$ cat config.mk
export PLATFORM = sky130hd
export DESIGN_NAME = iomem_dma
export DESIGN_NICKNAME = d
export VERILOG_FILES = /design/src/rtl/iomem_dma.sv
export SDC_FILE = /design/constraint.sdc
export NUM_CORES = 1
export LEC_CHECK = 0
export ABC_AREA = 1
export CORE_MARGIN = 3
export CORE_UTILIZATION = 50
export DETAILED_ROUTE_END_ITERATION = 8
export MAX_ROUTING_LAYER = met4
export PLACE_DENSITY = 0.78
export SLEW_MARGIN = 10
export SYNTH_ARGS = -nofsm -noshare
export SYNTH_HDL_FRONTEND = slang
export SYNTH_SLANG_ARGS = --single-unit
$ cat constraint.sdc
create_clock -name clk -period 4.2 [get_ports clk]
set_clock_uncertainty 0.05 [all_clocks]
set_input_delay 0.42 -clock clk [delete_from_list [all_inputs] [get_ports clk]]
set_output_delay 0.42 -clock clk [all_outputs]
set_load 0.005 [all_outputs]
$ cat src/rtl/iomem_dma.sv
// iomem word-copy DMA: CPU-programmed responder registers plus an initiator port that copies CNT words SRC->DST.
// Optional macro IOMEM_DMA_IRQ_EN adds a level irq output and a CTRL/STAT bit3 irq mask.
module iomem_dma #(
    parameter int unsigned ADDR_STEP = 4,
    parameter int unsigned CNT_W     = 16
) (
    input  logic        clk,
    input  logic        resetn,
    input  logic        iomem_valid,
    output logic        iomem_ready,
    input  logic [3:0]  iomem_wstrb,
    input  logic [31:0] iomem_addr,
    input  logic [31:0] iomem_wdata,
    output logic [31:0] iomem_rdata,
    output logic        m_valid,
    input  logic        m_ready,
    output logic [3:0]  m_wstrb,
    output logic [31:0] m_addr,
    output logic [31:0] m_wdata,
    input  logic [31:0] m_rdata
`ifdef IOMEM_DMA_IRQ_EN
    ,
    output logic        irq
`endif
);

    typedef enum logic [2:0] {S_IDLE, S_RD, S_GAP, S_WR, S_DONE} state_t;

    localparam logic [31:0] STEP = 32'(ADDR_STEP);

    state_t             state, state_n;
    logic [31:0]        src, dst;
    logic [CNT_W-1:0]   cnt, cnt_dec;
    logic               done, aborted, abort_pend, busy;
    logic               req, wr_en, wr_ctrl, start_go, mask_bit;
    logic [1:0]         sel;
    logic [31:0]        rd_mux, src_m, dst_m, cnt_m;
    logic               addr_unused;

    function automatic logic [31:0] merge(input logic [31:0] old, input logic [31:0] wd,
                                          input logic [3:0] ws);
        logic [31:0] r;
        r = old;
        for (int unsigned b = 0; b < 4; b++)
            if (ws[b]) r[8*b +: 8] = wd[8*b +: 8];
        return r;
    endfunction

    assign addr_unused = &{1'b0, iomem_addr[31:4], iomem_addr[1:0]};

    assign sel      = iomem_addr[3:2];
    assign req      = iomem_valid && !iomem_ready;
    assign wr_en    = req && (iomem_wstrb != 4'b0000);
    assign wr_ctrl  = wr_en && (sel == 2'd3);
    assign busy     = (state != S_IDLE);
    assign start_go = wr_ctrl && iomem_wdata[0] && !busy;
    assign cnt_dec  = cnt - CNT_W'(1);

    assign src_m = merge(src, iomem_wdata, iomem_wstrb);
    assign dst_m = merge(dst, iomem_wdata, iomem_wstrb);
    assign cnt_m = merge(32'(cnt), iomem_wdata, iomem_wstrb);

`ifdef IOMEM_DMA_IRQ_EN
    logic irq_mask;
    assign mask_bit = irq_mask;
    // Level irq: visible from the DONE cycle until done is cleared (clear-done or new start)
    assign irq = !irq_mask && (done || state == S_DONE);
`else
    assign mask_bit = 1'b0;
`endif

    always_comb begin
        rd_mux = '0;
        case (sel)
            2'd0:    rd_mux = src;
            2'd1:    rd_mux = dst;
            2'd2:    rd_mux = 32'(cnt);
            default: rd_mux = {28'b0, mask_bit, aborted, done, busy};
        endcase
    end

    assign m_valid = (state == S_RD) || (state == S_WR);
    assign m_addr  = (state == S_WR) ? dst : ((state == S_RD) ? src : '0);
    assign m_wstrb = (state == S_WR) ? 4'hF : 4'h0;

    always_comb begin
        state_n = state;
        case (state)
            S_IDLE: if (start_go && cnt != '0) state_n = S_RD;
            S_RD:   if (m_ready) state_n = S_GAP;
            S_GAP:  state_n = S_WR;
            S_WR:   if (m_ready) state_n = (cnt_dec == '0 || abort_pend) ? S_DONE : S_RD;
            S_DONE: state_n = S_IDLE;
            default: state_n = S_IDLE;
        endcase
    end

    always_ff @(posedge clk) begin
        if (!resetn) state <= S_IDLE;
        else         state <= state_n;
    end

    always_ff @(posedge clk) begin
        if (!resetn) begin
            iomem_ready <= 1'b0;
            iomem_rdata <= '0;
            m_wdata     <= '0;
            src         <= '0;
            dst         <= '0;
            cnt         <= '0;
            done        <= 1'b0;
            aborted     <= 1'b0;
            abort_pend  <= 1'b0;
`ifdef IOMEM_DMA_IRQ_EN
            irq_mask    <= 1'b0;
`endif
        end else begin
            // Ack is a one-cycle pulse; the cycle after it always reads ready=0
            iomem_ready <= req;
            if (req) iomem_rdata <= rd_mux;
            if (wr_en && !busy) begin
                case (sel)
                    2'd0:    src <= src_m;
                    2'd1:    dst <= dst_m;
                    2'd2:    cnt <= cnt_m[CNT_W-1:0];
                    default: ;
                endcase
            end
            if (wr_ctrl) begin
                if (iomem_wdata[2]) done <= 1'b0;
`ifdef IOMEM_DMA_IRQ_EN
                irq_mask <= iomem_wdata[3];
`endif
                if (iomem_wdata[1] && busy) abort_pend <= 1'b1;
                if (start_go) begin
                    done       <= (cnt == '0);
                    aborted    <= 1'b0;
                    abort_pend <= 1'b0;
                end
            end
            if (state == S_RD && m_ready) m_wdata <= m_rdata;
            if (state == S_WR && m_ready) begin
                src <= src + STEP;
                dst <= dst + STEP;
                cnt <= cnt_dec;
            end
            if (state == S_DONE) begin
                done       <= 1'b1;
                abort_pend <= 1'b0;
                if (abort_pend) aborted <= 1'b1;
            end
        end
    end

endmodule

Yosys cells after proc, flatten, opt, wreduce, memory -nomap -nowiden
Index checks and enable logic that the tools add are counted.
W data, S select, Z words.
- bits in registers: 151
- input bits: 104
- output and inout bits: 102
- logic and storage cells: 109
- add/subtract/negate cells: 3
- equal/unequal tests: 10
- mux-type cells: 32
- bitwise logic cells: 1
- reduce and logical (&&, ||, !) cells: 46
- operator list (cell ; count):
    $mux W32 ; 8
    $pmux W32 S3 ; 1
    $add A32 B3 Y32 const B ; 2
    $mux W16 ; 3
    $reduce_and A3 Y1 ; 11
    $logic_not A16 Y1 ; 2
    $mux W8 ; 4
    $reduce_bool A2 Y1 ; 10
    $reduce_bool A16 Y1 ; 1
    $sub A16 B1 Y16 const B ; 1
    $mux W3 ; 4
    $pmux W3 S4 ; 1
    $logic_and A1 B1 Y1 ; 10
    $mux W1 ; 10
    $eq A3 B2 Y1 const B ; 2
    $ne A2 B2 Y1 const B ; 3
    $reduce_bool A3 Y1 ; 2
    $eq A2 B2 Y1 const B ; 2
    $mux W4 ; 1
    $reduce_and A2 Y1 ; 2
    $reduce_bool A4 Y1 ; 1
    $eq A3 B1 Y1 const B ; 1
    $eq A3 B3 Y1 const B ; 1
    $logic_not A3 Y1 ; 1
    other kinds (6) ; 8

Logic depth before layout (Yosys ltp)
Gate-level depths: netlist (run 1).
- depth in word-level cells: 10
- mapped depth: 16
- gate-level depth less buffers: 16

Least setup slack after synthesis (run 1)
OpenSTA, ideal clock, no wires.
- path kind: input -> register
- start point: input iomem_wstrb[2]
- end point: register src[30]
- setup time: 0.125 ns
- arrival time: 1.615 ns
- required time: 4.025 ns
- setup slack: 2.410 ns
- cell stages on the path: 9
- buffers on the path: 1
- cells stage by stage: inv_1 -> nand3_1 -> o21ai_1 -> nor2_4 -> a21oi_4 -> nor2_2 -> buf_4 -> o21ai_0 -> a31oi_1
- word-level cells in the longest chain between the ends: 5
- RTL lines (what ; RTL line ; source):
    start: declaration ; 11 ; input logic [3:0] iomem_wstrb,
    $reduce_bool A4 Y1 ; 53 ; assign wr_en = req && (iomem_wstrb != 4'b0000);
    $logic_and A1 B1 Y1 ; 53 ;
    $logic_and A1 B1 Y1 ; 121 ; if (wr_en && !busy) begin
    $reduce_bool A2 Y1 (no line) ; n/a ;
    $reduce_and A3 Y1 (no line) ; n/a ;
    end signal: assignment ; 123 ; 2'd0: src <= src_m;
    end signal: assignment ; 143 ; src <= src + STEP;
    end: declaration ; 32 ; logic [31:0] src, dst;
Every way passes these cells.
A chain may end at the register's enable or synchronous reset.

Worst setup path in the final report (run 1)
- start point: register state[0]
- end point: output m_addr[11]
- word-level cells in the longest chain between the ends: 3
- elaborated cells on any way between the ends: 4
- those cells by class: eq/ne: 2; mux: 2
- RTL lines (what ; RTL line ; source):
    start: declaration ; 31 ; state_t state, state_n;
    start signal: assignment ; 100 ; else state <= state_n;
    $eq A3 B1 Y1 ; 83 ; assign m_addr = (state == S_WR) ? dst : ((state == S_RD) ? src : '0);
    $mux W32 ; 83 ;
    $mux W32 (*) ; 83 ;
    end: declaration ; 18 ; output logic [31:0] m_addr,
Mark *: on every way between the ends. The rest lies on a longest branch, timed or not.

==> results of run 1 <==
## final timing paths
path         slack, ns                        start                     endpoint
max reg2reg       1.30        state[0]$_SDFFE_PN0P_         src[29]$_SDFFE_PN0P_
max               0.88        state[0]$_SDFFE_PN0P_                   m_addr[11]
min               0.33                       resetn          dst[4]$_SDFFE_PN0P_
min reg2reg       0.41  iomem_rdata[3]$_SDFFE_PN0P_  iomem_rdata[3]$_SDFFE_PN0P_
## power by group
part           switching, W  leakage (nW)  internal (W)
registers         0.0000424          1.23       0.00148
clock network      0.000657         0.293      0.000974
logic              0.000267          2.58      0.000193
total              0.000966          4.10       0.00265
## registers in the layout, indices dropped and copies added, names as in the netlist
signal / count
m_wdata: 32
iomem_rdata: 32
done: 1
state: 3
abort_pend: 1
aborted: 1
src: 32
dst: 32
iomem_ready: 1
cnt: 16
## worst min-delay path: cells and delay by family
family / cells / cell delay (ns)
buffers and inverters: 2 / 0.27
AOI/OAI and AO/OA: 1 / 0.07
## synthesized netlist by cell type, types with 4 or more instances
library cell,number
a31oi_1,51
o221ai_1,18
buf_6,4
nand4_1,19
inv_2,7
buf_4,8
o211ai_1,7
nor4_1,12
nor2_2,4
dfxtp_1,151
o21ai_0,171
xor2_1,24
nor2_1,168
nor2_4,7
nor3_1,29
clkbuf_1,43
nand3_1,36
inv_1,144
buf_2,7
a21oi_1,60
a211oi_1,7
nand2_1,218
o21ai_1,14
ha_1,4
o22ai_1,42
## area by class of cell
cell class	instances	area share, %
clock buffers	19	4.146
clock inverters	13	1.546
inverters	155	5.360
repair buffers	183	16.54
flip-flops and latches	151	27.67
well taps	220	2.520
multi-input cells	909	42.22
## routing by layer
layer	vias up	GRT usage, %
met5	-	-
met2	572	48.52
met3	78	5.993
met4	0	12.60
li1	4617	-
met1	4394	40.70
## metrics by stage
stage          instances  instance area, um2
2_1_floorplan       1279                8524
3_3_place_gp        1618               10300
3_5_place_dp        1618               10300
4_1_cts             1650               10920
5_1_grt             1650               10920
6_report            1650               10920
## kinds of logic after synthesis
family                     count (synthesis)
buffers and inverters                    219
DFF                                      151
and+or+nand+nor                          506
adders and majority gates                  4
AOI/OAI and AO/OA                        375
xor gates and xnor gates                  24
==> summary.txt, run 1 <==
Final core utilization - 65.64%
Syn_area_per_cell - 6.665 um2
Largest cells by area after synthesis - dfxtp_1 (35%), o21ai_0 (10%), nand2_1 (9.6%)
Clock Latency Late Sink - 0.43 ns
Row count - 47
Vias per cell - 5.855
Top FF cell, synth - dfxtp_1
H-tree Lvls - 4
Worst-path cell chain - inv_1 > nor2_1 > nand2_1 > buf_4 > o22ai_1 > clkdlybuf4s50_1
Adder-Cell Fraction of Synth Area - 0.5871%
Tot GR Track Use - 31.43%
Drt first-iter violations - 1100
Final critical-path required period - 3.321 ns
Synth Instances - 1279
Tcrit/Tclk final - 79.07%
Synthesized cell area - 8524 um2
PnR worst setup slack - 0.8790 ns
Hold Fails Final Rpt - 0
Cell family with most CP delay - buffers and inverters
RSZ-0062 raised after global routing - false
Synth unique cells - 41
CTS Hold Bufs - 0
Layout Nets - 1525
CTS tree - done
Reg clk slew, reported paths - 0.06 ns
Top Ports - 206
Die Y - 136.6 um
CP max FO - 21
Startpoint Class - flop
DR pass1 iterations - 7
Hold Path Class - in2reg
Setup bufs post-CTS - 0
Vias - 9661
Critical path arrival - 2.85 ns
Yosys warnings - 0
Met2 routed WL - 13460 um
Top cell type by total area after synthesis - dfxtp_1
Drt drc - 0
Main combinational cell family by area after synthesis - simple AND/OR/NAND/NOR gates
Largest buffer count on any clock path - 2
Worst r2r path cells - 11
Pwr Density - 331.1 nW/um2
CP peak stage delay - 0.58 ns
Yosys reg bits - 151
Area fraction in compound gates after synthesis - 24.98%
Synthesis-to-finish area growth - 28.15%
Routed wire length on met3 - 2721 um
Register area - 3023 um2
Die area - 18650 um2
Routability cong. - 1.026
Setup_tns - 0 ns
Pre-CTS setup slack - 1.318 ns
Multi-input gate area - 4612 um2
Final global-route overflow total - 0
DR top layer - met4
Number of global-route vias before repair - 8761
Post-synthesis mux area share - 0%
Peak VDD IR - 267.4 uV
Max-Cap Viols - 0
HPWL Detailed - 20980 um
Root Buffer Master - clkbuf_16
WHS Path Cells - 3
Commonest cells after routing, fill and taps aside - nand2_1 (218), clkdlybuf4s50_1 (174), o21ai_0 (171), nor2_1 (168), dfxtp_1 (151)
Critical path data required time - 3.73 ns
Port bufs - 175
Antenna Cells - 0
Critical path buffers and inverters - 3
Syn_nets - 1387
Number of CTS-inserted buffers - 17
Worst setup path class - reg2out
Initial antenna violation count - 0
CP max-delay cell - nand2_1
Commonest non-fill, non-tap cell in the layout - nand2_1
M1 wire length - 11830 um
Simple-gate share of the synthesized area - 26.01%
Fin Hold WS - 0.3279 ns
Async S/R FF share, synth - 0%
CP endpoint kind - output pin
LEAKAGE - 4.101 nW
Core Region - 16640 um2
Status - complete, no violations
Peak Freq - 0.3011 GHz
WL final - 29050 um
Slew Viols, Final - 0
DRT antenna net count - 0
Die Wd - 136.6 um
Post-synth EDFFs - 0
Layout fillers - 1496
Slew headroom - 25.30%
WP depth - 6
WL/cell - 17.60 um
Worst-margin pin slew - 1.119 ns
Clock sinks - 151
XOR/XNOR Fraction of Synth Area - 2.466%
Sequential fraction of the synthesis area - 35.46%
Layout cells sized above 1 - 5.105%
Final Power - 0.003617 W
Pin count of the biggest net entering global routing - 64
Area share of the largest cell type after synthesis - 35.46%
Final setup fails - 0
Post-CTS resize count - 0
First-pass GRT wire length - 45170 um
Initial Util - 51.22%
Power figures use the tool's default switching activity.
==> run 2, diff against run 1 <==
==> constraint.sdc (replaced) <==
create_clock -name clk -period 3.5 [get_ports clk]
set_clock_uncertainty 0.05 [all_clocks]
set_input_delay 0.35 -clock clk [delete_from_list [all_inputs] [get_ports clk]]
set_output_delay 0.35 -clock clk [all_outputs]
set_load 0.005 [all_outputs]
==> run 2 against run 1 <==
Cell area hardly changed; sequential power grew 20%; clock power up 16%; global-route usage down 0.30 points; via count shrank 1.5%; count of clock-buffer cells in the layout is the same; critical path depth stayed put; highest routed layer unchanged.
==> summary.txt, run 2 (synthesis gave the netlist of run 1 again) <==
Status - complete, no violations
Routability cong. - 0.9741 (-5.0%)
Register area - 3023 um2 (unchanged)
Multi-input gate area - 4612 um2 (unchanged)
Tot GR Track Use - 31.13% (-0.30 points)
Initial Util - 51.22% (unchanged)
RSZ-0062 raised after global routing - false
Slew headroom - 26.45% (+1.2 points)
Worst-path cell chain - inv_2 > nor3_4 > inv_2 > buf_4 > o22ai_1 > clkdlybuf4s50_1
Crit-path most repeated cell - inv_2
Max-Cap Viols - 0 (unchanged)
Reg clk slew, reported paths - 0.07 ns (about the same)
CTS tree - done
Root Buffer Master - clkbuf_16
Setup bufs post-CTS - 0 (unchanged)
Die Y - 136.6 um (unchanged)
Layout fillers - 1497 (+0.067%)
Final global-route overflow total - 0 (unchanged)
Die area - 18650 um2 (unchanged)
Hold Path Class - reg2reg
Worst-margin pin slew - 1.102 ns (-0.01731 ns)
Dpl cells - 1621 (+0.19%)
DR pass1 iterations - 5 (-2)
CP max-delay cell - clkdlybuf4s50_1
DRT antenna net count - 0 (unchanged)
First-pass GRT wire length - 44690 um (-1.1%)
Post-route insts no fill - 1653 (+0.18%)
Startpoint Class - flop
Row count - 47 (unchanged)
Commonest cells after routing, fill and taps aside - nand2_1 (218), clkdlybuf4s50_1 (174), o21ai_0 (171), nor2_1 (168), dfxtp_1 (151)
Drt first-iter violations - 1092 (-0.73%)
Initial antenna violation count - 0 (unchanged)
Antenna Cells - 0 (unchanged)
Top Ports - 206 (unchanged)
CP endpoint kind - output pin
Critical path data required time - 3.10 ns (-0.63 ns)
WL/cell - 17.45 um (-0.89%)
Layout Nets - 1528 (+0.20%)
Drt drc - 0 (unchanged)
Post-CTS resize count - 0 (unchanged)
Final setup fails - 0 (unchanged)
Synthesis-to-finish area growth - 28.17% (about the same)
Worst setup path class - reg2out
HPWL Detailed - 21000 um (+0.10%)
Vias - 9518 (-1.5%)
H-tree Lvls - 4 (unchanged)
Clock sinks - 151 (unchanged)
CTS Hold Bufs - 0 (unchanged)
Port bufs - 175 (unchanged)
WL final - 28840 um (-0.71%)
Number of CTS-inserted buffers - 17 (unchanged)
Die Wd - 136.6 um (unchanged)
Tcrit/Tclk final - 84.08%
Setup_tns - 0 ns (unchanged)
CP peak stage delay - 0.57 ns (about the same)
Slew Viols, Final - 0 (unchanged)
Commonest non-fill, non-tap cell in the layout - nand2_1
CP max FO - 18 (-14%)
Number of global-route vias before repair - 8493 (-3.1%)
LEAKAGE - 4.110 nW (+0.22%)
Critical path arrival - 2.54 ns (-0.31 ns)
Largest buffer count on any clock path - 2 (unchanged)
Layout cells sized above 1 - 5.304% (+0.20 points)
Hold Fails Final Rpt - 0 (unchanged)
Pwr Density - 391.6 nW/um2 (+18%)
Peak VDD IR - 340.9 uV (+27%)
Final critical-path required period - 2.943 ns
Pin count of the biggest net entering global routing - 79 (+23%)
Vias per cell - 5.758 (-1.7%)
Clock Latency Late Sink - 0.43 ns (about the same)
Core Region - 16640 um2 (unchanged)
Peak Freq - 0.3398 GHz
run 2: worst max-delay path, delay by kind of cell (launching register included):
family	cells	cell delay, ns
flip-flops	1	0.35
buffers and inverters	4	1.15
AO/OA/AOI/OAI	1	0.28
AND/OR/NAND/NOR	1	0.33
run 2: cell type report:
type	count	share of cell area, %
Clock inverter	13	1.351
Multi-Input combinational cell	909	42.21
Tap cell	220	2.519
Sequential cell	151	27.67
Clock buffer	19	4.146
Inverter	155	5.360
Timing Repair Buffer	186	16.74
run 2: worst paths after layout:
check / to / start / slack [ns] / depth (start not counted)
setup / recovery: m_addr[16] / state[1]$_SDFFE_PN0P_ / 0.56 / 6
hold / removal: iomem_rdata[15]$_SDFFE_PN0P_ / iomem_rdata[15]$_SDFFE_PN0P_ / 0.41 / 2
setup reg to reg: dst[14]$_SDFFE_PN0P_ / state[1]$_SDFFE_PN0P_ / 0.88 / 11
hold reg to reg: iomem_rdata[15]$_SDFFE_PN0P_ / iomem_rdata[15]$_SDFFE_PN0P_ / 0.41 / 2
run 2: power by group:
| group | switching, W | internal, W |
|---|---|---|
| sequential | 0.0000508 | 0.00178 |
| combinational | 0.000323 | 0.000231 |
| clock | 0.000795 | 0.00110 |
run 2: metal layers:
metal	wire, um	track usage [%]
met5	0	-
met4	945	12.43
met3	2555	5.735
met2	13370	48.55
met1	11970	40.06
run 2: per-stage QoR:
stage | hold slack [ns] | setup slack [ns] | total power [W] | instance area (um2) | util [%]
final | 0.4122 | 0.5573 | 0.004278 | 10930 | 65.65
after global placement | 0.4023 | 0.9515 | 0.002404 | 10320 | 62.04
after global routing | 0.4276 | 0.4719 | 0.004405 | 10930 | 65.65
after detailed placement | 0.4052 | 0.9180 | 0.002411 | 10320 | 62.04
after CTS | 0.4150 | 0.6030 | 0.004270 | 10930 | 65.65
after floorplan | 0.3891 | 1.711 | 0.002156 | 8524 | -
==> run 3, diff against run 2 <==
==> constraint.sdc (replaced) <==
create_clock -name clk -period 3.1 [get_ports clk]
set_clock_uncertainty 0.05 [all_clocks]
set_input_delay 0.31 -clock clk [delete_from_list [all_inputs] [get_ports clk]]
set_output_delay 0.31 -clock clk [all_outputs]
set_load 0.005 [all_outputs]
==> run 3 against run 2 <==
Cell count about the same; non-clock buffer count up 1; sequential power increased by 13%; combinational power grew 13%; sequential share of layout area fell by 0.22 points; global-route usage up 0.38 points.
==> summary.txt, run 3 (synthesis gave the netlist of run 1 again) <==
DRT antenna net count - 0 (unchanged)
Pwr Density - 454.8 nW/um2 (+16%)
Largest buffer count on any clock path - 2 (unchanged)
Hold Path Class - reg2reg
H-tree Lvls - 4 (unchanged)
Number of global-route vias before repair - 8714 (+2.6%)
Worst-margin pin slew - 0.9912 ns (-0.1107 ns)
Max-Cap Viols - 0 (unchanged)
Post-CTS resize count - 0 (unchanged)
Post-route insts no fill - 1654 (+0.060%)
CTS Hold Bufs - 0 (unchanged)
Slew Viols, Final - 0 (unchanged)
Vias per cell - 5.785 (+0.48%)
Peak Freq - 0.3549 GHz
Worst r2r path cells - 11 (unchanged)
Clock Latency Late Sink - 0.43 ns (about the same)
Hold Path End - iomem_rdata[12]$_SDFFE_PN0P_
DR pass1 iterations - 6 (+1)
Tot GR Track Use - 31.51% (+0.38 points)
Vias - 9569 (+0.54%)
RSZ-0062 raised after global routing - false
Port bufs - 175 (unchanged)
Worst r2r dst - src[28]$_SDFFE_PN0P_
WL final - 28980 um (+0.49%)
Reg clk slew, reported paths - 0.06 ns (about the same)
Hold Startpoint - iomem_rdata[12]$_SDFFE_PN0P_
Commonest cells after routing, fill and taps aside - nand2_1 (217), clkdlybuf4s50_1 (174), o21ai_0 (171), nor2_1 (168), dfxtp_1 (151)
WHS Path Cells - 2 (unchanged)
Core Region - 16640 um2 (unchanged)
Peak VDD IR - 384.4 uV (+13%)
Die area - 18650 um2 (unchanged)
Final core utilization - 66.17% (+0.52 points)
Number of CTS-inserted buffers - 17 (unchanged)
Drt first-iter violations - 992 (-9.2%)
CP peak stage delay - 0.56 ns (about the same)
Synthesis-to-finish area growth - 29.18%
LEAKAGE - 4.149 nW (+0.95%)
Critical path buffers and inverters - 3 (-1)
Startpoint Class - flop
Pin count of the biggest net entering global routing - 125 (+58%)
Placed inst area - 10360 um2 (+0.31%)
Hold Fails Final Rpt - 0 (unchanged)
Critical path arrival - 2.46 ns (-0.08 ns)
Status - complete, no violations
Worst r2r src - src[2]$_SDFFE_PN0P_
Slew headroom - 33.84% (+7.4 points)
Initial Util - 51.22% (unchanged)
Final setup fails - 0 (unchanged)
Fin Hold WS - 0.4116 ns (-0.0005800 ns)
Worst setup path class - reg2out
CP max-delay cell - clkdlybuf4s50_1
Die Y - 136.6 um (unchanged)
CTS tree - done
Register area - 3023 um2 (unchanged)
Antenna Cells - 0 (unchanged)
Dpl cells - 1622 (+0.062%)
Setup bufs post-CTS - 0 (unchanged)
Layout cells sized above 1 - 5.370% (+0.066 points)
Multi-input gate area - 4614 um2 (about the same)
Final global-route overflow total - 0 (unchanged)
Cell family with most CP delay - buffers and inverters
Layout Nets - 1529 (+0.065%)
Clock sinks - 151 (unchanged)
Die Wd - 136.6 um (unchanged)
Routability cong. - 1.003 (+3.0%)
First-pass GRT wire length - 45050 um (+0.80%)
Worst-path cell chain - inv_1 > nor2_1 > nand2_2 > buf_4 > o22ai_1 > clkdlybuf4s50_1
FF-to-FF setup slack - 0.66 ns (-0.22 ns)
WL/cell - 17.52 um (+0.43%)
Root Buffer Master - clkbuf_16
Drt drc - 0 (unchanged)
Layout fillers - 1506 (+0.60%)
Non-Filler Cell Area, Final - 11010 um2 (+0.79%)
Setup_tns - 0 ns (unchanged)
HPWL Detailed - 21030 um (+0.16%)
Critical path data required time - 2.74 ns (-0.36 ns)
Row count - 47 (unchanged)
Initial antenna violation count - 0 (unchanged)
Tcrit/Tclk final - 90.90%
Commonest non-fill, non-tap cell in the layout - nand2_1
CP endpoint kind - output pin
Top Ports - 206 (unchanged)
Final critical-path required period - 2.818 ns
CP max FO - 12 (-6)
## run 3: cell count changes in the layout (fill, tap and decap cells not counted), sizes merged
cell | before | now
clkbuf | 19 | 18
clkinvlp | 3 | 2
buf | 12 | 13
bufinv | 2 | 5
clkinv | 9 | 8
## run 3: worst min-delay path: stages (launching register included)
cell,delay (ns)
dfxtp_1,0.31
nand2_1,0.06
a21oi_1,0.05
## run 3: per-stage QoR
stage	total power [W]	setup WS [ns]
after floorplan	0.002434	1.311
after global placement	0.002718	0.6145
after detailed placement	0.002726	0.6020
after CTS	0.005024	0.1575
after global routing	0.005189	0.1855
final	0.005008	0.2821
## run 3: area by class of cell
cell class | count | share of cell area, %
clock inverters | 14 | 2.023
flip-flops and latches | 151 | 27.45
clock buffers | 18 | 3.897
well taps | 220 | 2.500
repair buffers | 187 | 16.91
inverters | 155 | 5.318
multi-input cells | 909 | 41.90
## run 3: metal layers
metal  vias up  routed length (um)  GRT usage, %
met2       502               13190         47.73
met5         -                   0             -
met4         0                1178         14.45
met3        86                2547         5.147
li1       4619                   -             -
met1      4362               12070         41.39
## run 3: report_power, final
part	switching (W)	total (W)	leakage, nW	internal (W)
combinational	0.000365	0.000629	2.61	0.000264
sequential	0.0000570	0.00207	1.23	0.00201
clock	0.000874	0.00231	0.311	0.00144
total	0.00130	0.00501	4.15	0.00371
## run 3: worst max-delay path by stage
stage,endpoint,cells after the start,startpoint,slack [ns]
after global routing,m_addr[17],6,state[0]$_SDFFE_PN0P_,0.19
after global placement,m_addr[5],6,state[0]$_SDFFE_PN0P_,0.61
after CTS,m_addr[5],6,state[0]$_SDFFE_PN0P_,0.16
final,m_addr[5],6,state[0]$_SDFFE_PN0P_,0.28
after detailed placement,m_addr[5],6,state[0]$_SDFFE_PN0P_,0.60
after floorplan,src[28]$_SDFFE_PN0P_,11,src[2]$_SDFFE_PN0P_,1.31
